`src/rtl/vend_seq_ctrl.sv`:
```
// Vending sequencing controller: credit accumulation, product selection, dispense, change/refund.
// Optional inactivity auto-refund in COLLECT is compiled in with `define TIMEOUT_REFUND_EN.
module vend_seq_ctrl #(
   parameter int unsigned PRICE_A    = 20,
   parameter int unsigned PRICE_B    = 15,
   parameter int unsigned PRICE_C    = 30,
   parameter int unsigned MAX_CREDIT = 40
`ifdef TIMEOUT_REFUND_EN
   ,
   parameter int unsigned TIMEOUT    = 15
`endif
) (
   input  logic       clk,
   input  logic       rst,
   input  logic       coin_valid,
   input  logic [4:0] coin,
   input  logic       sel_valid,
   input  logic [1:0] sel,
   input  logic       cancel,
   output logic [5:0] credit,
   output logic       busy,
   output logic       dispense,
   output logic [1:0] prod_id,
   output logic       change_5,
   output logic       coin_reject,
   output logic       short_funds
);

   typedef enum logic [2:0] {
      IDLE,
      COLLECT,
      VEND,
      CHANGE,
      REFUND
   } state_t;

   state_t     state, state_d;
   logic [5:0] credit_d;
   logic       busy_d, dispense_d, change_d, reject_d, short_d;
   logic [1:0] prod_id_d;
   logic [5:0] price;
   logic [6:0] coin_sum;
   logic       coin_legal, coin_fits, coin_ok, take_refund;

`ifdef TIMEOUT_REFUND_EN
   localparam int TW = $clog2(TIMEOUT + 1);
   logic [TW-1:0] timer, timer_d;
   logic          timeout_hit;
`endif

   always_comb begin
      case (sel)
         2'd0:    price = 6'(PRICE_A);
         2'd1:    price = 6'(PRICE_B);
         default: price = 6'(PRICE_C);
      endcase
   end

   assign coin_sum   = {1'b0, credit} + {2'b00, coin};
   assign coin_legal = (coin == 5'd5) || (coin == 5'd10);
   assign coin_fits  = coin_sum <= 7'(MAX_CREDIT);

   // Timeout behaves like a cancel, but only on a cycle with no other request pending.
`ifdef TIMEOUT_REFUND_EN
   assign timeout_hit = (state == COLLECT) && (timer == TW'(TIMEOUT - 1))
                        && !coin_valid && !sel_valid;
   assign take_refund = cancel || timeout_hit;
`else
   assign take_refund = cancel;
`endif

   // Next-state and next-output logic; every pulse output defaults low each cycle.
   always_comb begin
      state_d    = state;
      credit_d   = credit;
      prod_id_d  = prod_id;
      dispense_d = 1'b0;
      change_d   = 1'b0;
      reject_d   = 1'b0;
      short_d    = 1'b0;
      coin_ok    = 1'b0;
      case (state)
         IDLE, COLLECT: begin
            if (take_refund && state == COLLECT) begin
               state_d  = REFUND;
               change_d = 1'b1;
               credit_d = credit - 6'd5;
               reject_d = coin_valid;
            end else if (sel_valid && sel != 2'd3) begin
               if (state == COLLECT && credit >= price) begin
                  state_d    = VEND;
                  dispense_d = 1'b1;
                  prod_id_d  = sel;
                  credit_d   = credit - price;
               end else begin
                  short_d = 1'b1;
               end
               reject_d = coin_valid;
            end else if (coin_valid) begin
               if (coin_legal && coin_fits) begin
                  coin_ok  = 1'b1;
                  credit_d = coin_sum[5:0];
                  state_d  = COLLECT;
               end else begin
                  reject_d = 1'b1;
               end
            end
         end
         VEND, CHANGE, REFUND: begin
            reject_d = coin_valid;
            if (credit != 6'd0) begin
               state_d  = (state == REFUND) ? REFUND : CHANGE;
               change_d = 1'b1;
               credit_d = credit - 6'd5;
            end else begin
               state_d = IDLE;
            end
         end
         default: state_d = IDLE;
      endcase
      busy_d = (state_d == VEND) || (state_d == CHANGE) || (state_d == REFUND);
   end

   // Inactivity counter saturates at the trip value so a rejected coin only delays the refund.
`ifdef TIMEOUT_REFUND_EN
   always_comb begin
      timer_d = '0;
      if (state == COLLECT && state_d == COLLECT && !coin_ok && !short_d
          && timer != TW'(TIMEOUT - 1))
         timer_d = timer + 1'b1;
      else if (state == COLLECT && state_d == COLLECT && !coin_ok && !short_d)
         timer_d = timer;
   end
`endif

   always_ff @(posedge clk) begin
      if (rst) begin
         state       <= IDLE;
         credit      <= '0;
         busy        <= 1'b0;
         dispense    <= 1'b0;
         prod_id     <= '0;
         change_5    <= 1'b0;
         coin_reject <= 1'b0;
         short_funds <= 1'b0;
`ifdef TIMEOUT_REFUND_EN
         timer       <= '0;
`endif
      end else begin
         state       <= state_d;
         credit      <= credit_d;
         busy        <= busy_d;
         dispense    <= dispense_d;
         prod_id     <= prod_id_d;
         change_5    <= change_d;
         coin_reject <= reject_d;
         short_funds <= short_d;
`ifdef TIMEOUT_REFUND_EN
         timer       <= timer_d;
`endif
      end
   end

endmodule

```
`config.mk`:
```
export PLATFORM = sky130hd
export DESIGN_NAME = vend_seq_ctrl
export DESIGN_NICKNAME = d
export VERILOG_FILES = /design/src/rtl/vend_seq_ctrl.sv
export SDC_FILE = /design/constraint.sdc
export NUM_CORES = 1
export LEC_CHECK = 0
export BUFFER_PORTS_ARGS = -buffer_cell sky130_fd_sc_hd__buf_4
export CAP_MARGIN = 25
export CORE_AREA = 5 5 55 66
export CTS_BUF_LIST = sky130_fd_sc_hd__clkbuf_4
export CTS_CLUSTER_SIZE = 8
export DETAILED_ROUTE_END_ITERATION = 6
export DIE_AREA = 0 0 60 71
export GPL_TIMING_DRIVEN = 1
export PLACE_DENSITY = 0.74
export SYNTH_ARGS = -nofsm -noshare
export SYNTH_HDL_FRONTEND = slang
export SYNTH_SLANG_ARGS = --single-unit
```
`constraint.sdc`:
```
create_clock -name clk -period 2.5 [get_ports clk]
set_input_delay 0.375 -clock clk [delete_from_list [all_inputs] [get_ports clk]]
set_output_delay 0.375 -clock clk [all_outputs]
set_load 0.005 [all_outputs]
```
**Word level (Yosys, flattened, before mapping)**

Cells that the tools add are included.

- Register bits: 16

- Eq/ne operators: 15
- Bitwise gates (word level): 3
- Muxes and demuxes: 26
- Reductions and logical operators: 16
- $lt $le $gt $ge: 2
- Add/subtract/negate cells: 3

Operator list:

| operator | number |
|---|---|
| $mux 6 | 6 |
| $mux 3 | 7 |
| $eq 3x2->1 const B | 4 |
| $ne 4x4->1 const B | 3 |
| $pmux 6 s2 | 1 |
| $pmux 5 s2 | 1 |
| $mux 1 | 8 |
| $add 6x5->7 | 1 |
| $le 7x6->1 const B | 1 |
| $eq 3x3->1 const B | 2 |
| $ge 6x6->1 | 1 |
| $pmux 3 s2 | 1 |
| $reduce_bool 6->1 | 1 |
| $sub 6x3->6 const B | 1 |
| $sub 6x6->6 | 1 |
| $eq 5x3->1 const B | 1 |
| $eq 5x4->1 const B | 1 |
| $reduce_and 5->1 | 1 |
| $logic_and 1x1->1 | 4 |
| $ne 2x2->1 const B | 2 |
| $pmux 1 s2 | 2 |
| $reduce_and 4->1 | 1 |
| $reduce_or 4->1 | 1 |
| $eq 3x1->1 const B | 1 |
| other kinds (8) | 12 |

**Logic depth before layout (Yosys ltp)**

Gate-level depths: netlist of the first run.

- Depth in word-level cells: 11
- Mapped depth: 10

**Least setup slack after synthesis of the first run**

Ideal clock, no wire load.

- Kind: in2reg
- Start: in coin[0]
- End: reg credit[0]
- Stages: 8
- Setup time: 0.074 ns
- Data arrival time: 2.609 ns
- Required time: 2.426 ns
- Path slack: -0.184 ns
- Buffers on the path: 0
- Path through: ha_1 fa_1 a21oi_1 o21ai_1 a211o_1 a311o_1 or4_1 a31oi_1

- Word-level cells in the longest chain between the ends: 6

Ends and longest elaborated chain:

| element | RTL line | RTL |
|---|---|---|
| start: declaration | 16 | `input logic [4:0] coin,` |
| branches (longest 6 deep; another with $add 6x5->7) | - |  |
| end signal: assignment | 151 | `credit <= credit_d;` |
| end: declaration | 20 | `output logic [5:0] credit,` |

Parallel ways; which one is timed is not known. The select of a mux whose other input is x is not followed.
A chain may end at the register's enable or synchronous reset.

**Worst setup path in the final report of the first run**

- Start: reg credit[0]
- End: reg credit[0]

- Word-level cells in the longest chain between the ends: 6

Ends and longest elaborated chain:

| element |
|---|
| branches (longest 6 deep; another with $add 6x5->7) |

Parallel ways; which one is timed is not known. The select of a mux whose other input is x is not followed.

==> summary.md, run 1 <==
## Cells and area
• **antenna diode count** 0
• **non-filler instance count after layout** 262
• **area delta synth->final** 30.4%
• **Final nets** 251
• **fin util** 63.3%
• **fraction of layout instances using a drive strength above 1** 31.0%

## Power and ir drop
• **Sw Share** 31.8%
• **Pwr per Cell Area** 305 nW/um^2
• **combinational share of power** 27.6%
• **worst vdd ir** 234 uV
• **power share of the clock group** 26.7%
• **sequential group share of total power** 45.6%
• **P_sw** 0.000183 W
• **internal power summed over all cells** 0.000391 W
• **leak pwr** 0.798 nW

## Timing
• **final count of hold timing violations** 0
• **worst setup slack after layout** 0.0139 ns
• **RSZ-0062 raised after global routing** true
• **fin. max-slew vios** 0
• **Worst Hold Slack** 0.333 ns
• **fmax** 402 MHz
• **worst slew margin relative to its limit** 68.8%
• **number of failing setup endpoints in the final timing report** 0
• **transition at the pin with the smallest max-transition slack** 0.465 ns
• **clock skew after layout** 0.00634 ns
• **sum of negative setup slack** 0 ns
• **post-route fraction of the period consumed by the critical path** 99.4%
• **post-route minimum period** 2.49 ns

## Die
• **overall die width** 60 um
• **site row count** 22
• **boundary pin count** 25
• **starting utilization of the core area** 48.5%
• **height of the die** 71 um
• **core region area** 2970 sq um
• **Total Die Area** 4260 sq um

## Routing
• **vias post-DR** 1625
• **DRC** 0
• **via density per instance** 6.20
• **total routed wirelength** 4220 um
• **Initial DRT Pass Iterations** 4
• **Iter 0 DRT Violations** 60
• **Routed WL per cell** 16.1 um
• **residual antenna-violating net count after detailed routing** 0

## Critical path
• **data required time of the critical path** 2.73 ns
• **WP data arrival** 2.72 ns
• **CP Class** reg2reg
• **maximum net fanout on the critical path** 6
• **crit start category** register
• **critical path endpoint category** register

## CTS
• **sinks on the clock net** 16
• **Num CTS Buffers** 3
• **clk slew on worst S/H paths** 0.11 ns
• **CTS Root Cell** clkbuf_4
• **Clock Tree Buf Depth** 2
• **clock tree from TritonCTS** done
• **Clock Latency Late Sink** 0.30 ns
• **H-tree levels** 1
• **cts-stage hold buffer count** 0

## Logic synthesis
• **cell area after synthesis** 1440 sq um
• **share of synthesized cell area in full adder, half adder and majority cells** 11.4%
• **Synth Area in Simple Gates** 21.7%
• **number of distinct library cells after synthesis** 55
• **mux share of post-synthesis cell area** 1.39%
• **Syn Inst Count** 180
• **Post-Synthesis Net Count** 204
• **proportion of register bits with asynchronous set or reset after synthesis** 0%
• **average cell area after synthesis** 8.01 sq um
• **share of the synthesized area in compound gates (AO/OA/AOI/OAI)** 34.5%
• **combinational family with the most area after synthesis** compound AO/OA/AOI/OAI gates
• **warning count from the yosys run** 0
• **register bit total from synthesis** 16
• **xor and xnor area share after synthesis** 3.04%
• **count of flip-flops with a built-in enable after synthesis** 0
• **top_reg_cell synth** dfxtp_1
• **share of synthesized area occupied by flip-flops and latches** 22.2%

## Global routing
• **antenna violations before repair** 0
• **remaining global-route overflow** 0
• **Total Routing Usage GR** 20.2%
• **first-pass GRT wire length** 6780 um
• **maximum number of pins on one net before global-route repair** 17
• **vias in the first global route** 1531

## Placement
• **final estimated routing congestion in global placement** 0.917
• **# placed instances** 257
• **Port Buf Inserts** 24
• **post-placement setup slack** -0.151 ns
• **HPWL after detailed placement** 3430 um

## Worst hold path
• **classification of the worst-slack hold path** in2reg

## Flow run
• **number of maximum-capacitance constraint violations** 0

## Status
• **run status** finished clean

[cell usage in the layout (no fill, tap or decap), types with 3 or more instances in the layout]
| cell | n |
|---|---|
| a211o_1 | 4 |
| a211oi_1 | 4 |
| a21oi_1 | 17 |
| a221oi_1 | 3 |
| a31oi_1 | 3 |
| buf_4 | 49 |
| clkbuf_4 | 3 |
| dfxtp_1 | 15 |
| ha_1 | 8 |
| inv_1 | 11 |
| nand2_1 | 7 |
| nand3_1 | 7 |
| nor2_1 | 16 |
| nor2b_1 | 3 |
| o21a_1 | 3 |
| o21ai_0 | 9 |
| o31ai_1 | 3 |
| xor2_1 | 3 |
[per-stage QoR]
stage	power (W)	cell area (sq um)
4_1_cts	0.000567	1860
3_3_place_gp	0.000419	1830
6_report	0.000574	1880
5_1_grt	0.000595	1880
3_5_place_dp	0.000424	1830
2_1_floorplan	0.000359	1460
[area by class of cell]
type	instances	area, sq um
repair buffers	49	368
clock inverters	1	3.75
multi-input cells	146	1080
well taps	36	45.0
flip-flops and latches	16	324
fillers	274	1090
clock buffers	3	22.5
inverters	11	41.3
[metal layers]
metal / GRT usage (%) / part of all wire (%) / vias to the layer above
li1: - / - / 788
met5: 0 / 0 / -
met4: 7.39 / 1.8 / 0
met3: 1.46 / 6.1 / 7
met1: 22.8 / 38 / 764
met2: 37.9 / 54 / 66
[Yosys cell counts (3+ instances only)]
master | n | area [sq um]
nand2_1 | 7 | 26.3
dfxtp_1 | 16 | 320
a221oi_1 | 3 | 26.3
a21oi_1 | 18 | 90.1
nand3_1 | 7 | 35.0
o31ai_1 | 4 | 30.0
o21a_1 | 3 | 22.5
o21ai_0 | 9 | 45.0
nor2_1 | 16 | 60.1
xor2_1 | 3 | 26.3
a31oi_1 | 4 | 25.0
a211oi_1 | 4 | 30.0
nor2b_1 | 3 | 18.8
inv_1 | 11 | 41.3
clkbuf_1 | 5 | 18.8
ha_1 | 10 | 125
a211o_1 | 4 | 35.0
[kinds of logic after synthesis]
family	Yosys count
flops	16
simple gates	57
fa+ha+maj	12
xor+xnor	5
buf+inv	18
mux	2
compound gates	70
[final timing paths]
check              from          end  slack (ns)  cells past startpoint
min          coin_valid  coin_reject        0.33                      2
max           credit[0]    credit[0]        0.01                      8
max reg2reg   credit[0]    credit[0]        0.01                      8
min reg2reg  prod_id[0]   prod_id[0]        0.52                      2
[critical path: stages, from the launching register on]
cell     delay, ns
dfxtp_4       0.39
ha_4          0.17
fa_2          0.35
a21oi_2       0.14
o21ai_1       0.09
a211o_1       0.28
a311o_1       0.43
or4_1         0.41
a31oi_1       0.16
[state kept, by name, summed over array words and instances, names as in the netlist]
register / count
busy: 1
change_5: 1
coin_reject: 1
credit: 6
dispense: 1
prod_id: 2
short_funds: 1
state: 3
[power by group through the flow]
stage | sequential (W) | clock [W] | combinational (W)
detailed placement | 0.000268 | 0 | 0.000155
floorplan | 0.000268 | 0 | 0.0000906
global placement | 0.000268 | 0 | 0.000151
global route | 0.000262 | 0.000159 | 0.000175
finish | 0.000262 | 0.000154 | 0.000159
CTS | 0.000262 | 0.000149 | 0.000157
[repair_timing]
| item | in CTS | in global routing |
|---|---|---|
| pin swaps | 3 | 6 |
| hold endpoints to repair | 0 | 0 |
| setup endpoints to repair | 6 | 5 |
| setup buffers | 0 | 1 |
| gates resized for setup | 3 | 3 |
(Power assumes the default switching activity.)
==> run 2: changes to the inputs <==
Settings changed: CORE_AREA 5 5 55 66 to 5 5 50 73, DIE_AREA 0 0 60 71 to 0 0 55 78, PLACE_DENSITY 0.74 to 0.73.
==> run 2 against run 1 <==
- largest power group unchanged
- worst setup slack got worse by 0.094 ns
- non-clock buffer count rose by 5
- total power grew 2.6%
- flip-flop and latch count stayed put
- clock skew grew 0.0065 ns
- critical endpoint unchanged
- critical path type unchanged
- maximum frequency fell by 3.6%
- die area rose by 0.70%
- the run now ends with negative setup slack left
- combinational power rose by 14%
- cell area rose by 5.3%
==> summary.md, run 2 (synthesis gave the netlist of run 1 again) <==
## Worst hold path
• **HP Start** coin_valid
• **classification of the worst-slack hold path** in2reg
• **hold-critical path endpoint** coin_reject
• **Hold Path Cell Cnt** 2, unchanged

## Placement
• **HPWL after detailed placement** 3610 um, +5.3%
• **final estimated routing congestion in global placement** 0.958, +4.5%
• **post-placement setup slack** -0.182 ns, -0.0312 ns
• **# placed instances** 259, +0.78%
• **Port Buf Inserts** 24, unchanged

## Cells and area
• **most frequent standard cell in the layout excluding fill and tap cells** buf_4
• **Final nets** 256, +2.0%
• **area delta synth->final** 37.2%
• **fraction of layout instances using a drive strength above 1** 36.8%, +5.8 points
• **register with the highest flop count** credit
• **largest registers** credit: 6 flops, state: 3 flops, prod_id: 2 flops
• **non-filler instance count after layout** 270, +3.1%
• **antenna diode count** 0, unchanged
• **flip-flop count of the largest register, all copies and words added** 6, unchanged
• **commonest non-fill, non-tap cells in the layout** 53 x buf_4, 17 x a21oi_1, 15 x nor2_1, 13 x dfxtp_1, 11 x inv_1
• **Fill cells** 238, -13%

## Critical path
• **data required time of the critical path** 2.73 ns, about the same
• **WP data arrival** 2.81 ns, +0.09 ns
• **crit-path leading delay family** compound AO/OA/AOI/OAI gates
• **capturing point of the worst reg2reg path** credit[0]
• **Critical path buffers and inverters** 0, unchanged
• **CP Class** reg2reg
• **max incr delay on CP** 0.52 ns, +0.09 ns
• **Cell Chain, Critical Path** ha_4, fa_2, a21oi_2, o21ai_2, a211o_1, a311o_1, or4_1, a31oi_1
• **crit start category** register
• **cell type of the slowest stage on the worst timing path** or4_1
• **startpoint of the worst register-to-register path** credit[0]
• **maximum net fanout on the critical path** 4, -2
• **Worst Reg-to-Reg Cells** 8, unchanged
• **reg-to-reg setup timing slack** -0.08 ns, -0.09 ns
• **critical path endpoint category** register

## Timing
• **worst setup slack after layout** -0.0802 ns, -0.0941 ns
• **post-route minimum period** 2.58 ns, +0.0941 ns
• **number of failing setup endpoints in the final timing report** 2, +2
• **fmax** 388 MHz, -3.6%
• **post-route fraction of the period consumed by the critical path** 103%, +3.8 points
• **RSZ-0062 raised after global routing** true
• **worst slew margin relative to its limit** 57.3%, -11 points
• **clock skew after layout** 0.0128 ns, +0.00648 ns
• **fin. max-slew vios** 0, unchanged
• **Worst Hold Slack** 0.345 ns, +0.0127 ns
• **final count of hold timing violations** 0, unchanged
• **transition at the pin with the smallest max-transition slack** 0.638 ns, +0.173 ns

## CTS
• **sinks on the clock net** 16, unchanged
• **cts-stage hold buffer count** 0, unchanged
• **H-tree levels** 1, unchanged
• **Clock Tree Buf Depth** 2, unchanged
• **clk slew on worst S/H paths** 0.11 ns, about the same
• **clock tree from TritonCTS** done
• **CTS Root Cell** clkbuf_4
• **Num CTS Buffers** 3, unchanged
• **Clock Latency Late Sink** 0.30 ns, about the same

## Status
• **run status** complete, but fails checks
• **violations in the final reports** negative setup slack

## Die
• **overall die width** 55 um, -8.3%
• **core region area** 2910 sq um, -2.0%
• **starting utilization of the core area** 49.5%, +1.0 points
• **Total Die Area** 4290 sq um, +0.70%
• **boundary pin count** 25, unchanged
• **site row count** 24, +9.1%
• **height of the die** 78 um, +9.9%

## Global routing
• **remaining global-route overflow** 0, unchanged
• **first-pass GRT wire length** 7470 um, +10%
• **antenna violations before repair** 0, unchanged
• **met3 Resource Use GR** 3.45%, +2.0 points
• **vias in the first global route** 1761, +15%
• **met1 Resource Use GR** 22.4%, -0.42 points
• **global routing met2 resource utilization** 39.2%, +1.4 points
• **Most Used Layer, Global Route** met2
• **Total Routing Usage GR** 22.8%, +2.6 points
• **maximum number of pins on one net before global-route repair** 17, unchanged

## Flow run
• **number of maximum-capacitance constraint violations** 0, unchanged

## Power and ir drop
• **Pwr per Cell Area** 297 nW/um^2, -2.6%
• **worst vdd ir** 204 uV, -13%
• **leak pwr** 0.840 nW, +5.3%
• **Final Total Pwr** 0.000589 W, +2.6%

## Routing
• **Routed WL per cell** 17.7 um, +9.8%
• **via density per instance** 6.30, +1.6%
• **residual antenna-violating net count after detailed routing** 0, unchanged
• **total routed wirelength** 4770 um, +13%
• **DRC** 0, unchanged
• **vias post-DR** 1701, +4.7%
• **Initial DRT Pass Iterations** 6, +2
• **Iter 0 DRT Violations** 63, +5.0%

==> run 2: cell types whose count changed in the layout (fill, tap and decap cells not counted), moves of 2 or more <==
cell / previous run / this run
dfxtp_2: 0 / 2
o21ai_0: 9 / 7
dfxtp_1: 15 / 13
buf_4: 49 / 53
nor3_2: 0 / 2
nor3_1: 2 / 0
==> run 2: area by class of cell <==
cell class	count	area [sq um]	share of cell area (%)
well taps	39	48.8	2.47
flip-flops and latches	16	327	16.5
clock inverters	1	3.75	0.190
clock buffers	3	22.5	1.14
multi-input cells	146	1130	57.0
repair buffers	54	409	20.7
inverters	11	41.3	2.09
==> run 2: per-stage QoR <==
step                      setup TNS (ns)  instance area, sq um  util, %
final                             -0.117                  1980     68.0
after global routing              -0.459                  1980     68.0
after CTS                              0                  1890     64.9
after detailed placement          -0.721                  1820     62.5
after global placement            -0.448                  1820     62.5
after floorplan                        0                  1460        -
==> run 2: per-layer routing <==
layer | wire length, um | up-vias
li1 | - | 797
met1 | 1680 | 789
met2 | 2500 | 82
met3 | 277 | 33
met4 | 322 | 0
met5 | 0 | -
==> run 2: timing repair <==
| action | 4_1_cts | 5_1_grt |
|---|---|---|
| buffers inserted | 4 | 3 |
| gates resized for setup | 6 | 14 |
| pin swaps | 8 | 8 |
| endpoints found under the setup margin | 4 | 6 |
==> run 2: how the worst max path moves through the flow <==
| stage | end | start | depth (start not counted) |
|---|---|---|---|
| global placement | credit[0] | coin[0] | 9 |
| finish | credit[0] | credit[0] | 8 |
| floorplan | credit[0] | coin[0] | 8 |
| CTS | credit[0] | credit[0] | 8 |
| global route | credit[0] | credit[0] | 8 |
| detailed placement | credit[0] | coin[0] | 9 |
==> run 2: report_power, final <==
group	total [W]	switching, W	internal (W)
Sequential	0.000262	0.00000426	0.000258
Clock	0.000146	0.0000874	0.0000581
Combinational	0.000181	0.0000957	0.0000855
Total	0.000589	0.000187	0.000401
==> run 3: changes to the inputs <==
Settings changed: REMOVE_ABC_BUFFERS set to 1.
==> run 3 against run 2 <==
- the run ends with design-rule violations left
- sequential share of layout area fell by 0.64 points
- utilization rose by 1.9 points
- sequential power barely moved
- non-clock buffer count rose by 6
- maximum frequency rose by 5.7%
- via count rose by 2.1%
- clock skew barely moved
- count of clock-buffer cells in the layout did not move
- register-to-register slack improved by 0.14 ns
- wire length rose by 2.3%
- worst setup slack improved by 0.14 ns
==> summary.md, run 3 (synthesis gave the netlist of run 1 again) <==
## Cells and area
• **Fill cells** 256, +7.6%
• **commonest non-fill, non-tap cells in the layout** 58 x buf_4, 16 x a21oi_1, 15 x nor2_1, 14 x dfxtp_1, 9 x inv_1
• **largest registers** credit: 6 flops, state: 3 flops, prod_id: 2 flops
• **post-route cell area** 2040 sq um, +2.8%
• **fraction of layout instances using a drive strength above 1** 39.2%, +2.4 points
• **flip-flop and latch area** 323 sq um, -1.1%
• **area delta synth->final** 41.1%
• **antenna diode count** 0, unchanged
• **register with the highest flop count** credit
• **most frequent standard cell in the layout excluding fill and tap cells** buf_4
• **Final nets** 262, +2.3%
• **combined area of the multi-input logic cells** 1140 sq um, +1.0%
• **flip-flop count of the largest register, all copies and words added** 6, unchanged

## Global routing
• **vias in the first global route** 1713, -2.7%
• **maximum number of pins on one net before global-route repair** 17, unchanged
• **remaining global-route overflow** 0, unchanged
• **first-pass GRT wire length** 7620 um, +2.1%
• **antenna violations before repair** 0, unchanged
• **Total Routing Usage GR** 23.6%, +0.78 points

## Flow run
• **number of maximum-capacitance constraint violations** 0, unchanged

## Routing
• **DRC** 2, +2
• **Iter 0 DRT Violations** 84, +33%
• **vias post-DR** 1737, +2.1%
• **Routed WL per cell** 17.7 um, about the same
• **via density per instance** 6.29, -0.10%
• **total routed wirelength** 4880 um, +2.3%
• **Initial DRT Pass Iterations** 6, unchanged
• **residual antenna-violating net count after detailed routing** 0, unchanged

## Placement
• **HPWL after detailed placement** 3780 um, +4.8%
• **final estimated routing congestion in global placement** 0.882, -7.9%
• **Port Buf Inserts** 24, unchanged
• **post-detailed-placement cell area** 1890 sq um, +3.5%

## Timing
• **transition at the pin with the smallest max-transition slack** 0.701 ns, +0.0625 ns
• **number of failing setup endpoints in the final timing report** 0, -2
• **final count of hold timing violations** 0, unchanged
• **fin. max-slew vios** 0, unchanged
• **fmax** 410 MHz, +5.7%
• **post-route fraction of the period consumed by the critical path** 97.7%, -5.5 points
• **clock skew after layout** 0.0130 ns, +0.000148 ns
• **worst slew margin relative to its limit** 53.1%, -4.2 points
• **post-route minimum period** 2.44 ns, -0.138 ns

## Critical path
• **max incr delay on CP** 0.57 ns, +0.05 ns
• **data required time of the critical path** 2.70 ns, -0.03 ns
• **most frequent cell on the critical path** a211o_1
• **CP Class** reg2reg
• **cell type of the slowest stage on the worst timing path** fa_2
• **WP data arrival** 2.64 ns, -0.17 ns
• **critical path endpoint category** register
• **capturing point of the worst reg2reg path** credit[2]
• **Worst Reg-to-Reg Cells** 8, unchanged
• **worst setup path endpoint** credit[2]
• **startpoint of the worst register-to-register path** credit[0]
• **crit-path leading delay family** compound AO/OA/AOI/OAI gates
• **Cell Chain, Critical Path** ha_4, fa_2, nor2_1, a221oi_2, o21ai_2, a211o_1, a211o_1, o41ai_2
• **Worst Setup SP** credit[0]
• **reg-to-reg setup timing slack** 0.06 ns, +0.14 ns
• **maximum net fanout on the critical path** 4, unchanged
• **Critical path buffers and inverters** 0, unchanged
• **crit start category** register
• **number of cells on the critical path** 8, unchanged

## CTS
• **H-tree levels** 1, unchanged
• **Clock Tree Buf Depth** 2, unchanged
• **clock tree from TritonCTS** done
• **Num CTS Buffers** 3, unchanged
• **clk slew on worst S/H paths** 0.11 ns, about the same
• **sinks on the clock net** 16, unchanged
• **Clock Latency Late Sink** 0.30 ns, about the same
• **CTS Root Cell** clkbuf_4
• **cts-stage hold buffer count** 0, unchanged

## Die
• **boundary pin count** 25, unchanged
• **site row count** 24, unchanged
• **overall die width** 55 um, unchanged
• **Total Die Area** 4290 sq um, unchanged
• **core region area** 2910 sq um, unchanged
• **starting utilization of the core area** 49.5%, unchanged
• **height of the die** 78 um, unchanged

## Power and ir drop
• **power share of the clock group** 24.9%, +0.2 points
• **P_sw** 0.000195 W, +4.3%
• **Sw Share** 32.3%, +0.53 points
• **Pwr per Cell Area** 297 nW/um^2, -0.27%
• **Final Total Pwr** 0.000604 W, +2.6%
• **sequential group share of total power** 43.5%, -1.0 points
• **internal power summed over all cells** 0.000409 W, +1.8%
• **leak pwr** 0.870 nW, +3.5%
• **combinational share of power** 31.5%, +0.7 points
• **worst vdd ir** 183 uV, -11%

## Status
• **violations in the final reports** design-rule violations
• **run status** complete, but fails checks

## Worst hold path
• **classification of the worst-slack hold path** in2reg

==> run 3: what timing repair did <==
item / 4_1_cts / 5_1_grt
endpoints found under the setup margin: 4 / 6
setup buffers: 1 / 1
pin swaps: 2 / 12
resized for setup: 7 / 20
==> run 3: metal layers <==
layer	up-vias	wire [um]	global-route usage [%]
met5	-	0	0
met4	0	162	11.9
met2	85	2770	43.1
met3	16	291	1.72
li1	812	-	-
met1	824	1660	25.2
==> run 3: metrics by stage <==
step | setup slack [ns] | setup TNS, ns | utilization (%) | hold slack (ns) | std cells
2_1_floorplan | -0.184 | -0.309 | - | 0.444 | 173
3_3_place_gp | -0.225 | -0.946 | 64.7 | 0.477 | 270
3_5_place_dp | -0.292 | -1.27 | 64.7 | 0.502 | 270
4_1_cts | -0.00496 | -0.00496 | 66.5 | 0.339 | 275
5_1_grt | -0.0510 | -0.0982 | 69.9 | 0.340 | 276
6_report | 0.0582 | 0 | 69.9 | 0.340 | 276
==> run 3: worst min-delay path by stage <==
stage | startpoint | endpoint | slack, ns | cells after the start
after global routing | coin_valid | coin_reject | 0.34 | 2
after floorplan | rst | credit[1] | 0.44 | 1
after global placement | prod_id[0] | prod_id[0] | 0.48 | 2
after detailed placement | prod_id[0] | prod_id[0] | 0.50 | 2
final | coin_valid | coin_reject | 0.34 | 2
after CTS | coin_valid | coin_reject | 0.34 | 2
==> run 3: final cells by class <==
class,count,area share (%)
clock inverters,1,0.184
multi-input cells,146,55.9
flip-flops and latches,16,15.9
inverters,11,2.03
repair buffers,60,22.5
clock buffers,3,1.11
well taps,39,2.40
==> run 3: power groups by stage <==
stage	Combinational, W	Sequential (W)	Clock (W)
floorplan	0.0000819	0.000269	0
detailed placement	0.000167	0.000268	0
global placement	0.000159	0.000268	0
CTS	0.000172	0.000263	0.000150
global route	0.000204	0.000263	0.000166
finish	0.000190	0.000263	0.000151
==> run 3: worst register-to-register path, delay by kind of cell (launching register included) <==
kind                     cells  cell delay, ns
AO/OA/AOI/OAI                5            1.16
AND/OR/NAND/NOR              1            0.08
adder cells (fa/ha/maj)      2            0.74
flip-flops                   1            0.37
